<file path="config.mk">
export PLATFORM = sky130hd
export DESIGN_NAME = seq_pipe_skid_buffer_flat
export DESIGN_NICKNAME = d
export VERILOG_FILES = /design/src/rtl/seq_pipe_pkg.sv /design/src/rtl/seq_pipe_skid_buffer_if.sv /design/src/rtl/seq_pipe_en_reg.sv /design/src/rtl/seq_pipe_skid_buffer.sv /design/src/flat_wrapper.sv
export SDC_FILE = /design/constraint.sdc
export NUM_CORES = 1
export LEC_CHECK = 0
export ABC_AREA = 1
export CORE_MARGIN = 3
export CORE_UTILIZATION = 44
export DETAILED_ROUTE_END_ITERATION = 7
export PLACE_DENSITY = 0.74
export SYNTH_ARGS = -nofsm -noshare
export SYNTH_HDL_FRONTEND = slang
export SYNTH_HIERARCHICAL = 1
export SYNTH_SLANG_ARGS = --single-unit
export TNS_END_PERCENT = 20
</file>
<file path="constraint.sdc">
create_clock -name clk -period 1.5 [get_ports clk]
set_clock_uncertainty 0.05 [all_clocks]
set_input_delay 0.225 -clock clk [delete_from_list [all_inputs] [get_ports clk]]
set_output_delay 0.225 -clock clk [all_outputs]
set_load 0.1 [all_outputs]
</file>
<file path="src/rtl/seq_pipe_pkg.sv">
// Shared types and constants for the two-entry skid buffer
// in front of the single-stage pipe delay.
package seq_pipe_pkg;

  typedef enum logic [1:0] {
    EMPTY = 2'd0,
    ONE   = 2'd1,
    TWO   = 2'd2
  } skid_state_t;

  localparam int SKID_DEPTH = 2;

  // Number of held entries for a given buffer state.
  function automatic logic [1:0] occ_of(input skid_state_t s);
    case (s)
      EMPTY:   return 2'd0;
      ONE:     return 2'd1;
      TWO:     return 2'd2;
      default: return 2'd0;
    endcase
  endfunction

endpackage

</file>
<file path="src/rtl/seq_pipe_skid_buffer_if.sv">
// Valid/ready handshake bundle between producer, skid buffer and consumer.
// The slave modport is the buffer's view; master is the environment's view.
interface seq_pipe_skid_buffer_if #(
  parameter int NBITS = 8
);

  logic             in_val;
  logic             in_rdy;
  logic [NBITS-1:0] in_msg;
  logic             out_val;
  logic             out_rdy;
  logic [NBITS-1:0] out_msg;
  logic [1:0]       occupancy;

  modport slave (
    input  in_val,
    input  in_msg,
    input  out_rdy,
    output in_rdy,
    output out_val,
    output out_msg,
    output occupancy
  );

  modport master (
    output in_val,
    output in_msg,
    output out_rdy,
    input  in_rdy,
    input  out_val,
    input  out_msg,
    input  occupancy
  );

endinterface

</file>
<file path="src/rtl/seq_pipe_en_reg.sv">
// NBITS-wide data register with load enable and asynchronous active-low clear.
module seq_pipe_en_reg #(
  parameter int NBITS = 8
) (
  input  logic             clk,
  input  logic             reset,
  input  logic             en,
  input  logic [NBITS-1:0] d,
  output logic [NBITS-1:0] q
);

  // Enable-gated load; contents are held whenever en is low.
  always_ff @(posedge clk or negedge reset) begin
    if (!reset) begin
      q <= {NBITS{1'b0}};
    end else if (en) begin
      q <= d;
    end else begin
      q <= q;
    end
  end

endmodule

</file>
<file path="src/rtl/seq_pipe_skid_buffer.sv">
// Two-entry valid/ready skid buffer; handshake outputs come straight from
// flops so out_rdy never reaches in_rdy combinationally.
module seq_pipe_skid_buffer
  import seq_pipe_pkg::*;
#(
  parameter int NBITS = 8
) (
  input  logic                  clk,
  input  logic                  reset,
  seq_pipe_skid_buffer_if.slave bus
);

  skid_state_t      state_r;
  skid_state_t      state_s;
  logic             out_val_r;
  logic             in_rdy_r;
  logic [1:0]       occ_r;
  logic             enq_s;
  logic             deq_s;
  logic             load_main_s;
  logic             load_skid_s;
  logic             main_from_skid_s;
  logic [NBITS-1:0] main_d_s;
  logic [NBITS-1:0] main_q_s;
  logic [NBITS-1:0] skid_q_s;

  assign enq_s = bus.in_val & in_rdy_r;
  assign deq_s = out_val_r & bus.out_rdy;

  // Next-state and register-enable decode.
  always_comb begin
    state_s          = state_r;
    load_main_s      = 1'b0;
    load_skid_s      = 1'b0;
    main_from_skid_s = 1'b0;
    case (state_r)
      EMPTY: begin
        if (enq_s) begin
          load_main_s = 1'b1;
          state_s     = ONE;
        end else begin
          state_s     = EMPTY;
        end
      end
      ONE: begin
        if (enq_s && deq_s) begin
          load_main_s = 1'b1;
          state_s     = ONE;
        end else if (enq_s) begin
          load_skid_s = 1'b1;
          state_s     = TWO;
        end else if (deq_s) begin
          state_s     = EMPTY;
        end else begin
          state_s     = ONE;
        end
      end
      TWO: begin
        if (deq_s) begin
          load_main_s      = 1'b1;
          main_from_skid_s = 1'b1;
          state_s          = ONE;
        end else begin
          state_s          = TWO;
        end
      end
      default: begin
        state_s = EMPTY;
      end
    endcase
  end

  // Head entry refills from the skid entry when draining out of TWO.
  always_comb begin
    if (main_from_skid_s) begin
      main_d_s = skid_q_s;
    end else begin
      main_d_s = bus.in_msg;
    end
  end

  // State register with handshake outputs registered alongside it.
  always_ff @(posedge clk or negedge reset) begin
    if (!reset) begin
      state_r   <= EMPTY;
      out_val_r <= 1'b0;
      in_rdy_r  <= 1'b1;
      occ_r     <= 2'd0;
    end else begin
      state_r   <= state_s;
      out_val_r <= (state_s != EMPTY);
      in_rdy_r  <= (occ_of(state_s) != 2'(SKID_DEPTH));
      occ_r     <= occ_of(state_s);
    end
  end

  seq_pipe_en_reg #(.NBITS(NBITS)) main_reg (
    .clk   (clk),
    .reset (reset),
    .en    (load_main_s),
    .d     (main_d_s),
    .q     (main_q_s)
  );

  seq_pipe_en_reg #(.NBITS(NBITS)) skid_reg (
    .clk   (clk),
    .reset (reset),
    .en    (load_skid_s),
    .d     (bus.in_msg),
    .q     (skid_q_s)
  );

  assign bus.out_val   = out_val_r;
  assign bus.in_rdy    = in_rdy_r;
  assign bus.occupancy = occ_r;
  assign bus.out_msg   = main_q_s;

endmodule
</file>
<file path="src/flat_wrapper.sv">
// flat-port wrapper written by rule: the top's interface ports become plain ports
module seq_pipe_skid_buffer_flat import seq_pipe_pkg::*;
#(
  parameter int NBITS = 8
)
  (clk, reset, bus_in_val, bus_in_msg, bus_out_rdy, bus_in_rdy, bus_out_val, bus_out_msg, bus_occupancy);
  seq_pipe_skid_buffer_if #(.NBITS(NBITS)) bus_i ();
  input  logic clk;
  input  logic reset;
  input wire logic [$bits(bus_i.in_val)-1:0] bus_in_val;
  input wire logic [$bits(bus_i.in_msg)-1:0] bus_in_msg;
  input wire logic [$bits(bus_i.out_rdy)-1:0] bus_out_rdy;
  output wire logic [$bits(bus_i.in_rdy)-1:0] bus_in_rdy;
  output wire logic [$bits(bus_i.out_val)-1:0] bus_out_val;
  output wire logic [$bits(bus_i.out_msg)-1:0] bus_out_msg;
  output wire logic [$bits(bus_i.occupancy)-1:0] bus_occupancy;
  assign bus_i.in_val = bus_in_val;
  assign bus_i.in_msg = bus_in_msg;
  assign bus_i.out_rdy = bus_out_rdy;
  assign bus_in_rdy = bus_i.in_rdy;
  assign bus_out_val = bus_i.out_val;
  assign bus_out_msg = bus_i.out_msg;
  assign bus_occupancy = bus_i.occupancy;
  seq_pipe_skid_buffer #(.NBITS(NBITS)) u_core (.clk(clk), .reset(reset), .bus(bus_i));
endmodule
</file>
==> run summary, run 1 <==
The pin count of the biggest net entering global routing is 23, and the count of buffers from port buffering is 23. Dividing the final minimum period by the clock period gives 99.05%. For the number of antenna violations at the first check in global routing, the log shows 0. In this run the worst hold path is classified as in -> async. For this run, asynchronously set or reset flops after synthesis account for 100.0%. The transition at the pin with the smallest max-transition slack came out at 326.9 ps.

The number of nets in the synthesized netlist is 145. Clock tree synthesis found a total of 22 sinks. The insertion delay to the later sink of the worst-skew pair was 310 ps; the simple-gate area share of the yosys netlist was 37.26%. The clock transition at the register clock pins on the worst setup and hold paths after CTS was 120 ps. TritonCTS built the clock tree. For the number of inserted diodes, the log shows 0. The number of design-rule violations left by the first detailed-router iteration was 39; the flop and latch count out of synthesis was 22. The number of filler cells placed in the layout came out at 148.

After the last flow step, the layout net total stands at 179. The number of enable-type register cells in the synthesized netlist works out to 0. Dividing the detail-routed via count by the number of cells gives 4.859. The floorplan row count was 17. In this run the standard cell core region covers 0.002233 sq mm.

The most common cell in the synthesized netlist is sky130_fd_sc_hd__nand2_1. Each instance of the synthesized netlist takes up on average 8.023 sq um. The kind of start point of the critical path is a register. The post-synthesis xor/xnor area fraction works out to 0%. The number of pins with negative max-slew slack in the final report is 0.

In the synthesized netlist the dominant register cell turns out to be sky130_fd_sc_hd__dfrtp_1. Before antenna repair, the detailed router went through 4 iterations. For the remaining antenna violation count after routing, the log shows 0.

Yosys mapped the design onto 12 distinct sky130hd cell types. The first-pass GRT wire length was 3.767 mm. In the routed design, unresolved DRC markers number 0. The run gives 78.21% as the remaining max-slew budget at the tightest pin. In this run the clock root is driven by a sky130_fd_sc_hd__clkbuf_4. The total of max-cap violations was 0; the data arrival time of the critical path was 1640 ps. The growth of design area from synthesis to finish works out to 56.31%. Largest family of logic cells by synthesized area: simple AND/OR/NAND/NOR gates. For this block, the routed nets add up to 2.358 mm of wire.

Measured along the y axis, the die boundary spans 54.88 um. Sorting the synthesized cells by how often they occur yields sky130_fd_sc_hd__nand2_1, sky130_fd_sc_hd__dfrtp_1, sky130_fd_sc_hd__nand3_1, sky130_fd_sc_hd__inv_1. The count of warnings emitted by yosys is 6. The number of buffers inserted during clock tree synthesis is 3, and the number of primary I/O pins is 24. The share of cell area taken by muxes after synthesis works out to 0%.

Including well taps, the total number of placed cells is 185. At the end of routability-driven placement, the weighted congestion stood at 0.8048. Via count: 933. STA classifies the critical path endpoint as a register. The final count of hold timing violations was 0; the post-synthesis instance total was 131.

The post-route netlist has 32.32% of its cells at a drive strength greater than 1. The library cell occupying the most area in the post-synthesis netlist is sky130_fd_sc_hd__dfrtp_1. In this run the horizontal extent of the chip is 54.88 um. No sink is reached through more buffers than the 2 on the longest clock path. Sorting the synthesized cells by area gives the leading types as sky130_fd_sc_hd__dfrtp_1, sky130_fd_sc_hd__nand2_1, sky130_fd_sc_hd__nand3_1. After legalization and detailed placement, the total HPWL measured 1.659 mm.

Class of the most critical setup path: reg -> reg. The die covers 0.003011 sq mm. The number of global-route vias before repair was 844; the total routing resource utilization after global routing was 17.63%.

The starting density of the core came out at 47.06%. Of all nets on the critical path, the largest fanout is 8. At the worst endpoint, the required time is 1650 ps.

The run gives 0 as the total setup violations reported at the end of the flow. For the finished layout, the period the worst path requires is 1486 ps. The run finished with clean final reports. Summing the areas of all compound-gate instances in the mapped netlist gives 0% of the synthesized area. Setup repair after global routing could not meet its margin everywhere. The count of H-tree levels built during CTS was 1; the area share of the largest cell type after synthesis was 50.00%.

The average routed wire per standard cell was 12.28 um; the number of cells in the finished layout apart from fillers was 192. Count of hold buffers inserted by post-cts repair: 0. The peak clock frequency supported by timing was 0.6731 GHz; the synthesized-area fraction occupied by adder cells was 2.381%. The total grt overflow came out at 0. The cell area that synthesis handed to floorplanning was 0.001051 sq mm.

The tools report the fraction of the yosys area taken by sequential cells as 52.50%.
[routing by layer]
layer	global-route usage, %	part of all wire [%]	wire length, um	up-vias
met1	24.36	43	1009	431
met5	0	0	0	-
li1	-	-	-	465
met4	8.714	1.5	36	0
met3	1.635	5.4	127	4
met2	27.36	50	1185	33
[cells in the final DEF (no fill, tap or decap), types with 3 or more instances in the layout]
cell type and instances:
sky130_fd_sc_hd__nand2_1 65, sky130_fd_sc_hd__dfrtp_1 20, sky130_fd_sc_hd__buf_12 13, sky130_fd_sc_hd__clkdlybuf4s50_1 11
sky130_fd_sc_hd__nand3_1 8, sky130_fd_sc_hd__buf_4 6, sky130_fd_sc_hd__nand2_2 5, sky130_fd_sc_hd__nand2_4 4
sky130_fd_sc_hd__inv_1 4, sky130_fd_sc_hd__clkbuf_4 3, sky130_fd_sc_hd__nand3_2 3, sky130_fd_sc_hd__inv_2 3
sky130_fd_sc_hd__nor2_4 3, sky130_fd_sc_hd__nor2_1 3
[cell families after synthesis]
kind of cell | Yosys count
DFF | 22
buffers and inverters | 14
and+or+nand+nor | 93
adders and majority gates | 2
[timing repair]
action	in CTS	in global routing
pin swaps	2	8
cloned	0	1
setup endpoints to repair	12	20
buffers inserted	1	1
endpoints found under the hold margin	0	0
resized for setup	1	11
[worst paths after layout]
path,startpoint,end,slack [ps],cells past startpoint
hold / removal,reset,u_core/skid_reg/q[1]$_DFFE_PN0P_,200,2
setup / recovery,u_core/bus.in_rdy$_DFF_PN1_,u_core/main_reg/q[5]$_DFFE_PN0P_,10,8
max in group asynchronous,reset,u_core/bus.in_rdy$_DFF_PN1_,920,2
hold reg to reg,u_core/skid_reg/q[7]$_DFFE_PN0P_,u_core/skid_reg/q[7]$_DFFE_PN0P_,440,2
setup reg to reg,u_core/bus.in_rdy$_DFF_PN1_,u_core/main_reg/q[5]$_DFFE_PN0P_,10,8
min in group clk,bus_in_msg[0],u_core/skid_reg/q[0]$_DFFE_PN0P_,420,3
[state kept, by name, summed over array words and instances (netlist names)]
name,flops
u_core/bus.in_rdy,1
u_core/bus.occupancy,2
u_core/bus.out_val,1
u_core/main_reg/q,8
u_core/skid_reg/q,8
u_core/state_r,2
[area by class of cell]
class | count | area, sq um | area share [%]
sequential | 22 | 559.3 | 34.04
inverter | 10 | 47.55 | 2.894
timing repair buffer | 32 | 437.9 | 26.66
multi-input combinational | 96 | 526.8 | 32.06
clock buffer | 4 | 36.28 | 2.209
tap | 28 | 35.03 | 2.133
[through the flow]
stage          util (%)  cell area [sq um]  setup slack, ps  TNS [ps]  hold WS [ps]
2_1_floorplan         -               1129           -139.3     -2243        -120.6
3_3_place_gp      68.68               1534           -108.0     -1618         407.6
3_5_place_dp      68.68               1534           -146.6     -2191         411.8
4_1_cts           70.81               1582           0.6778         0         213.7
5_1_grt           73.56               1643           -44.32    -230.1         206.4
6_report          73.56               1643            14.25         0         204.2
[worst max-delay path, cell delays in order (launching register included)]
cell and delay, ps:
sky130_fd_sc_hd__dfstp_4 650, sky130_fd_sc_hd__nand2_4 50, sky130_fd_sc_hd__inv_4 70, sky130_fd_sc_hd__ha_4 130, sky130_fd_sc_hd__nand3_4 100, sky130_fd_sc_hd__nand3_4 150, sky130_fd_sc_hd__inv_6 60, sky130_fd_sc_hd__nand2_1 70
sky130_fd_sc_hd__nand2_1 50
Power of run 1 is left out: the tool's default activity adds up to more than one toggle a clock period on the data nets, which glitch-free logic cannot reach.
==> inputs of run 2 (changes only) <==
--- a/config.mk
+++ b/config.mk
@@ -6,7 +6,7 @@
 export NUM_CORES = 1
 export LEC_CHECK = 0
 export ABC_AREA = 1
-export CORE_MARGIN = 3
+export CORE_MARGIN = 2
 export CORE_UTILIZATION = 44
 export DETAILED_ROUTE_END_ITERATION = 7
 export PLACE_DENSITY = 0.74
==> constraint.sdc (replaced) <==
create_clock -name clk -period 1.3 [get_ports clk]
set_clock_uncertainty 0.05 [all_clocks]
set_input_delay 0.13 -clock clk [delete_from_list [all_inputs] [get_ports clk]]
set_output_delay 0.13 -clock clk [all_outputs]
set_load 0.1 [all_outputs]
==> run summary, run 2 (same netlist as run 1, synthesis figures left out) <==
The tools report the number of inserted diodes as 0. The post-route netlist has 34.76% of its cells at a drive strength greater than 1. The count of unresolved DRC violations after routing is 0.

For this run, the post-layout net count is 179. On the critical path, the stage with the largest delay is an instance of sky130_fd_sc_hd__dfstp_4. The number of antenna violations at the first check in global routing came out at 0. The signal on the critical path passes through nand2_4, inv_4, ha_4, nand3_4, nand3_4, inv_6, nand2_2, nand2_1. At the worst endpoint, the required time is 1460 ps.

Counting the buffers created by CTS gives 3. Excluding fillers, the count of instances in the completed layout stands at 192. The die is 52.88 um wide. Cells fill 75.46% of the core in the end. For this configuration, the core starts out at a cell density of 47.06%. The count of buffers from port buffering was 23.

Clock-pin slew was measured on the worst setup and hold paths at 120 ps. The floorplan row count was 17; the average routed wire per standard cell was 14.15 um. In the final layout, the registers with the most flip-flops are u_core/main_reg/q: 8 flops, u_core/skid_reg/q: 8 flops. In the finished design, the share of the clock period the worst path needs comes to 113.5%.

The number of setup buffers added after CTS is 0. The floorplan step defined a core boundary enclosing 0.002233 sq mm. Total routing resource utilization after global routing: 21.44%.

The run gives 14 as the pin count of the biggest net entering global routing. The count of cells along the worst register-to-register path was 8; the clock period minus final worst setup slack was 1476 ps. The source of the worst register-to-register timing path was u_core/bus.in_rdy$_DFF_PN1_.

STA classifies the critical path endpoint as a register. Global routing finished with a remaining overflow of 0. The run gives 1.812 mm as the placed wire-length estimate after detailed placement. The first global-routing pass estimated 4.264 mm of wire. The most critical setup path has its startpoint at u_core/bus.in_rdy$_DFF_PN1_. The logs give 0 for the final count of hold timing violations and 0 for the total of max-cap violations. Measured against its own limit, the worst slew margin works out to 70.45%. The stage delay of the slowest cell on the critical path is 650 ps, and the remaining antenna violation count after routing is 0. The logs give 1640 ps for the data arrival time of the critical path and -175.9 ps for the final worst slack. The flow ran to the end, but the final reports show violations. Setup slack on the worst reg-to-reg path comes out at -180 ps. The tools report the kind of start point of the critical path as a register.

During I/O placement, the number of pins put on the boundary was 24. For the number of pins with negative max-slew slack in the final report, the log shows 0. TritonCTS built the clock tree. Counting every sink on the clock net gives 22.

Along the worst path, the maximum fanout reaches 8. The die outline area was 0.002796 sq mm. Measured along the y axis, the die boundary spans 52.88 um. The path class of the tightest hold or removal check is in -> async.

The transition at the pin with the smallest max-transition slack is 441.9 ps, and the maximum buffer depth of the clock tree is 2. The number of global-route vias before repair was 927. Routability-driven placement finished with a final weighted congestion of 0.7806.

CTS placed an instance of sky130_fd_sc_hd__clkbuf_4 at the clock tree root. The count of H-tree levels built during CTS was 1. Setup repair after global routing could not meet its margin everywhere. The class of the most critical setup path is reg -> reg. The critical path's top delay family was flip-flops. The final layout contains routed wiring with a total length of 2.716 mm.

After detailed placement, the design holds a cell count of 187. The growth of design area from synthesis to finish was 60.36%. In the layout the commonest cells are sky130_fd_sc_hd__nand2_1, sky130_fd_sc_hd__dfrtp_1, sky130_fd_sc_hd__buf_12. The peak clock frequency supported by timing was 0.6776 GHz; the number of optimization iterations in the first detailed-route pass was 4. Fill cells in the final layout number 146. The number of design-rule violations left by the first detailed-router iteration was 24. The most common cell after layout, fill and taps aside is sky130_fd_sc_hd__nand2_1.

The tools report the via count as 986. The endpoint identified for the worst register-to-register timing path is u_core/main_reg/q[6]$_DFFE_PN0P_. Most numerous cell on the critical path: sky130_fd_sc_hd__nand3_4. Hold repair after CTS inserted 0 buffers.

The total setup violations reported at the end of the flow is 23. Counting both buffers and inverters, the worst setup path holds a total of 2. At the later pin of the worst-skew pair, clock insertion delay measures 310 ps.

Dividing the detail-routed via count by the number of cells gives 5.135. The tools report the post-route worst hold slack as 62.03 ps. The checks that failed: negative setup slack.

In the final timing run, aggregate negative setup slack is -3035 ps.
-- run 2: final cells by class --
cell class	instances	area, sq um	share of cell area (%)
Multi-Input combinational cell	96	556.8	33.04
Inverter	10	47.55	2.821
Timing Repair Buffer	32	434.2	25.76
Clock inverter	1	30.03	1.782
Clock buffer	3	22.52	1.336
Tap cell	28	35.03	2.079
Sequential cell	22	559.3	33.18
-- run 2: how the worst max path moves through the flow --
stage | depth (start not counted) | to | slack [ps]
after floorplan | 9 | u_core/main_reg/q[0]$_DFFE_PN0P_ | -340
after detailed placement | 9 | u_core/main_reg/q[2]$_DFFE_PN0P_ | -280
after global routing | 8 | u_core/main_reg/q[6]$_DFFE_PN0P_ | -210
after CTS | 8 | u_core/skid_reg/q[3]$_DFFE_PN0P_ | -160
final | 8 | u_core/main_reg/q[6]$_DFFE_PN0P_ | -180
after global placement | 9 | u_core/main_reg/q[0]$_DFFE_PN0P_ | -220
-- run 2: through the flow --
step           setup slack [ps]  area (sq um)
6_report                 -175.9          1685
5_1_grt                  -212.5          1685
4_1_cts                  -156.4          1658
3_5_place_dp             -280.9          1549
3_3_place_gp             -220.3          1549
2_1_floorplan            -339.3          1129
-- run 2: metal layers --
| layer | vias up | wire length, um | track usage, % |
|---|---|---|---|
| met5 | - | 0 | 0 |
| met4 | 0 | 136 | 11.54 |
| met3 | 12 | 108 | 3.107 |
| met2 | 37 | 1447 | 35.42 |
| met1 | 472 | 1023 | 26.99 |
| li1 | 465 | - | - |
-- run 2: timing repair --
item,CTS,global route
endpoints found under the setup margin,24,24
gates resized for setup,12,6
pin swaps,12,2
cloned,1,0
Power of run 2 is left out for the same reason.
==> inputs of run 3 (changes only) <==
--- a/config.mk
+++ b/config.mk
@@ -5,9 +5,10 @@
 export SDC_FILE = /design/constraint.sdc
 export NUM_CORES = 1
 export LEC_CHECK = 0
-export ABC_AREA = 1
+export ABC_AREA = 0
 export CORE_MARGIN = 2
 export CORE_UTILIZATION = 44
+export CTS_BUF_LIST = sky130_fd_sc_hd__clkbuf_16
 export DETAILED_ROUTE_END_ITERATION = 7
 export PLACE_DENSITY = 0.74
 export SYNTH_ARGS = -nofsm -noshare
==> run summary, run 3 <==
The floorplan step defined a die boundary enclosing 0.002931 sq mm. The final count of hold timing violations came out at 0. In this run the worst path has a maximum fanout of 8. The most used flip-flop cell after synthesis is sky130_fd_sc_hd__dfrtp_1. Clock-pin slew was measured on the worst setup and hold paths at 60 ps. TritonCTS built the clock tree. The count of H-tree levels built during CTS is 1. From left edge to right edge, the die measures 54.14 um. After detailed routing, the total wire length is 2.188 mm. Based on the critical path, the design can be clocked at up to 0.5629 GHz. The logs give 0 for the number of inserted diodes and 126 for the final layout net count. The area of the core region was 0.002432 sq mm. The area of the multi-input gates was 530.5 sq um; the insertion delay to the later sink of the worst-skew pair was 250 ps. The stage delay of the slowest cell on the critical path was 610 ps; the flip-flop and latch area was 556.8 sq um. The post-route netlist has 57.66% of its cells at a drive strength greater than 1. Summing every instance area after synthesis gives 0.001106 sq mm.

The cell with the largest stage delay on the worst path was sky130_fd_sc_hd__dfstp_4. The tools report the distinct cell type count of the synthesized netlist as 21. The count of cells in the finished layout, fillers not included, comes to 141. The flow ran to the end, but the final reports show violations. After global routing the overflow that remains totals 0.

After routing, the total negative slack on setup checks comes to -8349 ps. The largest registers in the layout are u_core/main_reg/q: 8 flops, u_core/skid_reg/q: 8 flops. The synthesized design contains 22 register bits. In the synthesized netlist, the cells that appear most often are sky130_fd_sc_hd__mux2_4, sky130_fd_sc_hd__dfrtp_1, sky130_fd_sc_hd__buf_6.

A synthesized cell averages 15.80 sq um. The worst path needs 1777 ps of the cycle, external delays included. The total nets after synthesis is 84. Setup violations remaining at the end of the flow were counted as 23.

The number of filler cells placed in the layout was 170; the growth of design area from synthesis to finish was 56.22%. The die outline height was 54.14 um; the number of global-route vias before repair was 825. In this run, CTS created clock tree buffers numbering 3. The data arrival time of the critical path was 1860 ps; the number of optimization iterations in the first detailed-route pass was 5.

The library cell used most frequently in the layout, excluding fill and tap cells, is sky130_fd_sc_hd__mux2_4. Leaving out fill and tap cells, the most frequent cells in the layout are sky130_fd_sc_hd__mux2_4, sky130_fd_sc_hd__dfrtp_1, sky130_fd_sc_hd__buf_4. The run gives 17.40% as the total routing resource utilization after global routing. Traced cell by cell, the critical path runs through and2_4, ha_4, nand2_2, o211ai_1, buf_4, mux2_4. The final weighted congestion of routability-driven global placement was 0.8052. The final reports fail on negative setup slack. During I/O placement, the number of pins put on the boundary was 24.

STA classifies the critical path endpoint as a register. The count of nets left with antenna violations once routing finished came out at 0. Once placement completed, the tool counted placed cells totaling 137. No sink is reached through more buffers than the 2 on the longest clock path.

The clock drives 22 sinks. The tools report the number of antenna violations at the first check in global routing as 0. The synthesized design contains 0 enable-type register cells. The remaining max-slew budget at the tightest pin is 81.59%, and the area share of the largest cell type after synthesis is 47.51%. Once detailed placement completed, the half-perimeter wirelength came to 1.572 mm. The average routed wire per standard cell was 15.52 um; the floorplan row count was 18. The worst hold path class is in -> async.

The logs give 6 for the count of warnings emitted by yosys and -476.5 ps for the final worst slack. For the number of pins with negative max-slew slack in the final report, the log shows 0. The logs give 705 for the via count and 0 for the count of hold buffers inserted by post-cts repair. Dividing the final minimum period by the clock period gives 136.7%. The first-pass GRT wire length came out at 3.498 mm. In the synthesized netlist, the number of instances is 70.

Library cell with the highest instance count after synthesis: sky130_fd_sc_hd__mux2_4. The worst setup path is of the reg -> reg kind. By area the synthesized netlist is led by sky130_fd_sc_hd__dfrtp_1, sky130_fd_sc_hd__mux2_4, sky130_fd_sc_hd__buf_6. At the pin with the least slew margin, the transition time is 276.1 ps. The kind of start point of the critical path was a register. In the routed design, unresolved DRC markers number 0. Buffers placed on the I/O ports in this run total 23.

The total of max-cap violations was 0; the number of design-rule violations left by the first detailed-router iteration was 4. In this run the clock root is driven by a sky130_fd_sc_hd__clkbuf_16. The logs give 45.47% for the starting density of the core and 0 for the number of buffers inserted by post-CTS setup repair.

The run gives 1390 ps as the worst path required time. The fraction of the yosys area taken by sequential cells was 49.89%; the pin count of the biggest net entering global routing was 23. For this run, the share of the core covered by cells in the final layout is 71.04%. Via count normalized by instance count: 5.000. Of all cell types, the one taking the most synthesized area is sky130_fd_sc_hd__dfrtp_1. After synthesis, the share of flip-flops with an asynchronous set or reset is 100.0%. Setup repair after global routing could not meet its margin everywhere.
==> run 3: area by class of cell <==
type	instances	share of cell area [%]
Sequential cell	22	32.22
Multi-Input combinational cell	43	30.70
Timing Repair Buffer	40	28.39
Clock buffer	3	4.345
Tap cell	30	2.172
Clock inverter	1	1.738
Inverter	2	0.4345
==> run 3: path summary, 6_finish.rpt <==
check / from / endpoint / slack [ps] / depth (start not counted)
setup / recovery: u_core/bus.in_rdy$_DFF_PN1_ / u_core/main_reg/q[3]$_DFFE_PN0P_ / -480 / 6
setup reg to reg: u_core/bus.in_rdy$_DFF_PN1_ / u_core/main_reg/q[3]$_DFFE_PN0P_ / -480 / 6
max in group asynchronous: reset / u_core/bus.in_rdy$_DFF_PN1_ / 750 / 2
hold reg to reg: u_core/skid_reg/q[0]$_DFFE_PN0P_ / u_core/skid_reg/q[0]$_DFFE_PN0P_ / 460 / 1
hold / removal: reset / u_core/skid_reg/q[1]$_DFFE_PN0P_ / 180 / 2
min in group clk: u_core/skid_reg/q[0]$_DFFE_PN0P_ / u_core/skid_reg/q[0]$_DFFE_PN0P_ / 460 / 1
==> run 3: what timing repair did <==
item,CTS,global route
pin swaps,2,1
resized for setup,3,1
setup endpoints to repair,23,23
==> run 3: through the flow <==
stage                     cell area [sq um]  setup WS [ps]  hold WS (ps)
final                                  1728         -476.5         177.0
after CTS                              1725         -495.2         189.1
after global placement                 1608         -494.8         441.9
after floorplan                        1114         -666.7        -215.6
after global routing                   1728         -562.2         211.5
after detailed placement               1608         -542.2         444.3
==> run 3: critical path, delay by kind of cell, from the launching register on <==
| kind | cells | cell delay (ps) |
|---|---|---|
| fa+ha+maj | 1 | 120 |
| flops | 1 | 610 |
| compound gates | 1 | 150 |
| simple gates | 2 | 190 |
| mux | 1 | 320 |
| buf+inv | 1 | 220 |
==> run 3: cells by family after synthesis <==
logic type | after synthesis | share of synthesized area, %
DFF | 22 | 49.89
and+or+nand+nor | 9 | 6.900
AOI/OAI and AO/OA | 8 | 4.977
adders and majority gates | 2 | 2.262
muxes | 24 | 32.24
buffers and inverters | 5 | 3.733
==> run 3: routing by layer <==
metal | GRT usage, % | up-vias | part of all wire, %
met5 | 0 | - | 0
met4 | 7.083 | 0 | 0.82
met3 | 5.000 | 2 | 4.4
met2 | 31.53 | 16 | 52
met1 | 18.71 | 353 | 43
li1 | - | 334 | -
Power of run 3 is left out for the same reason.
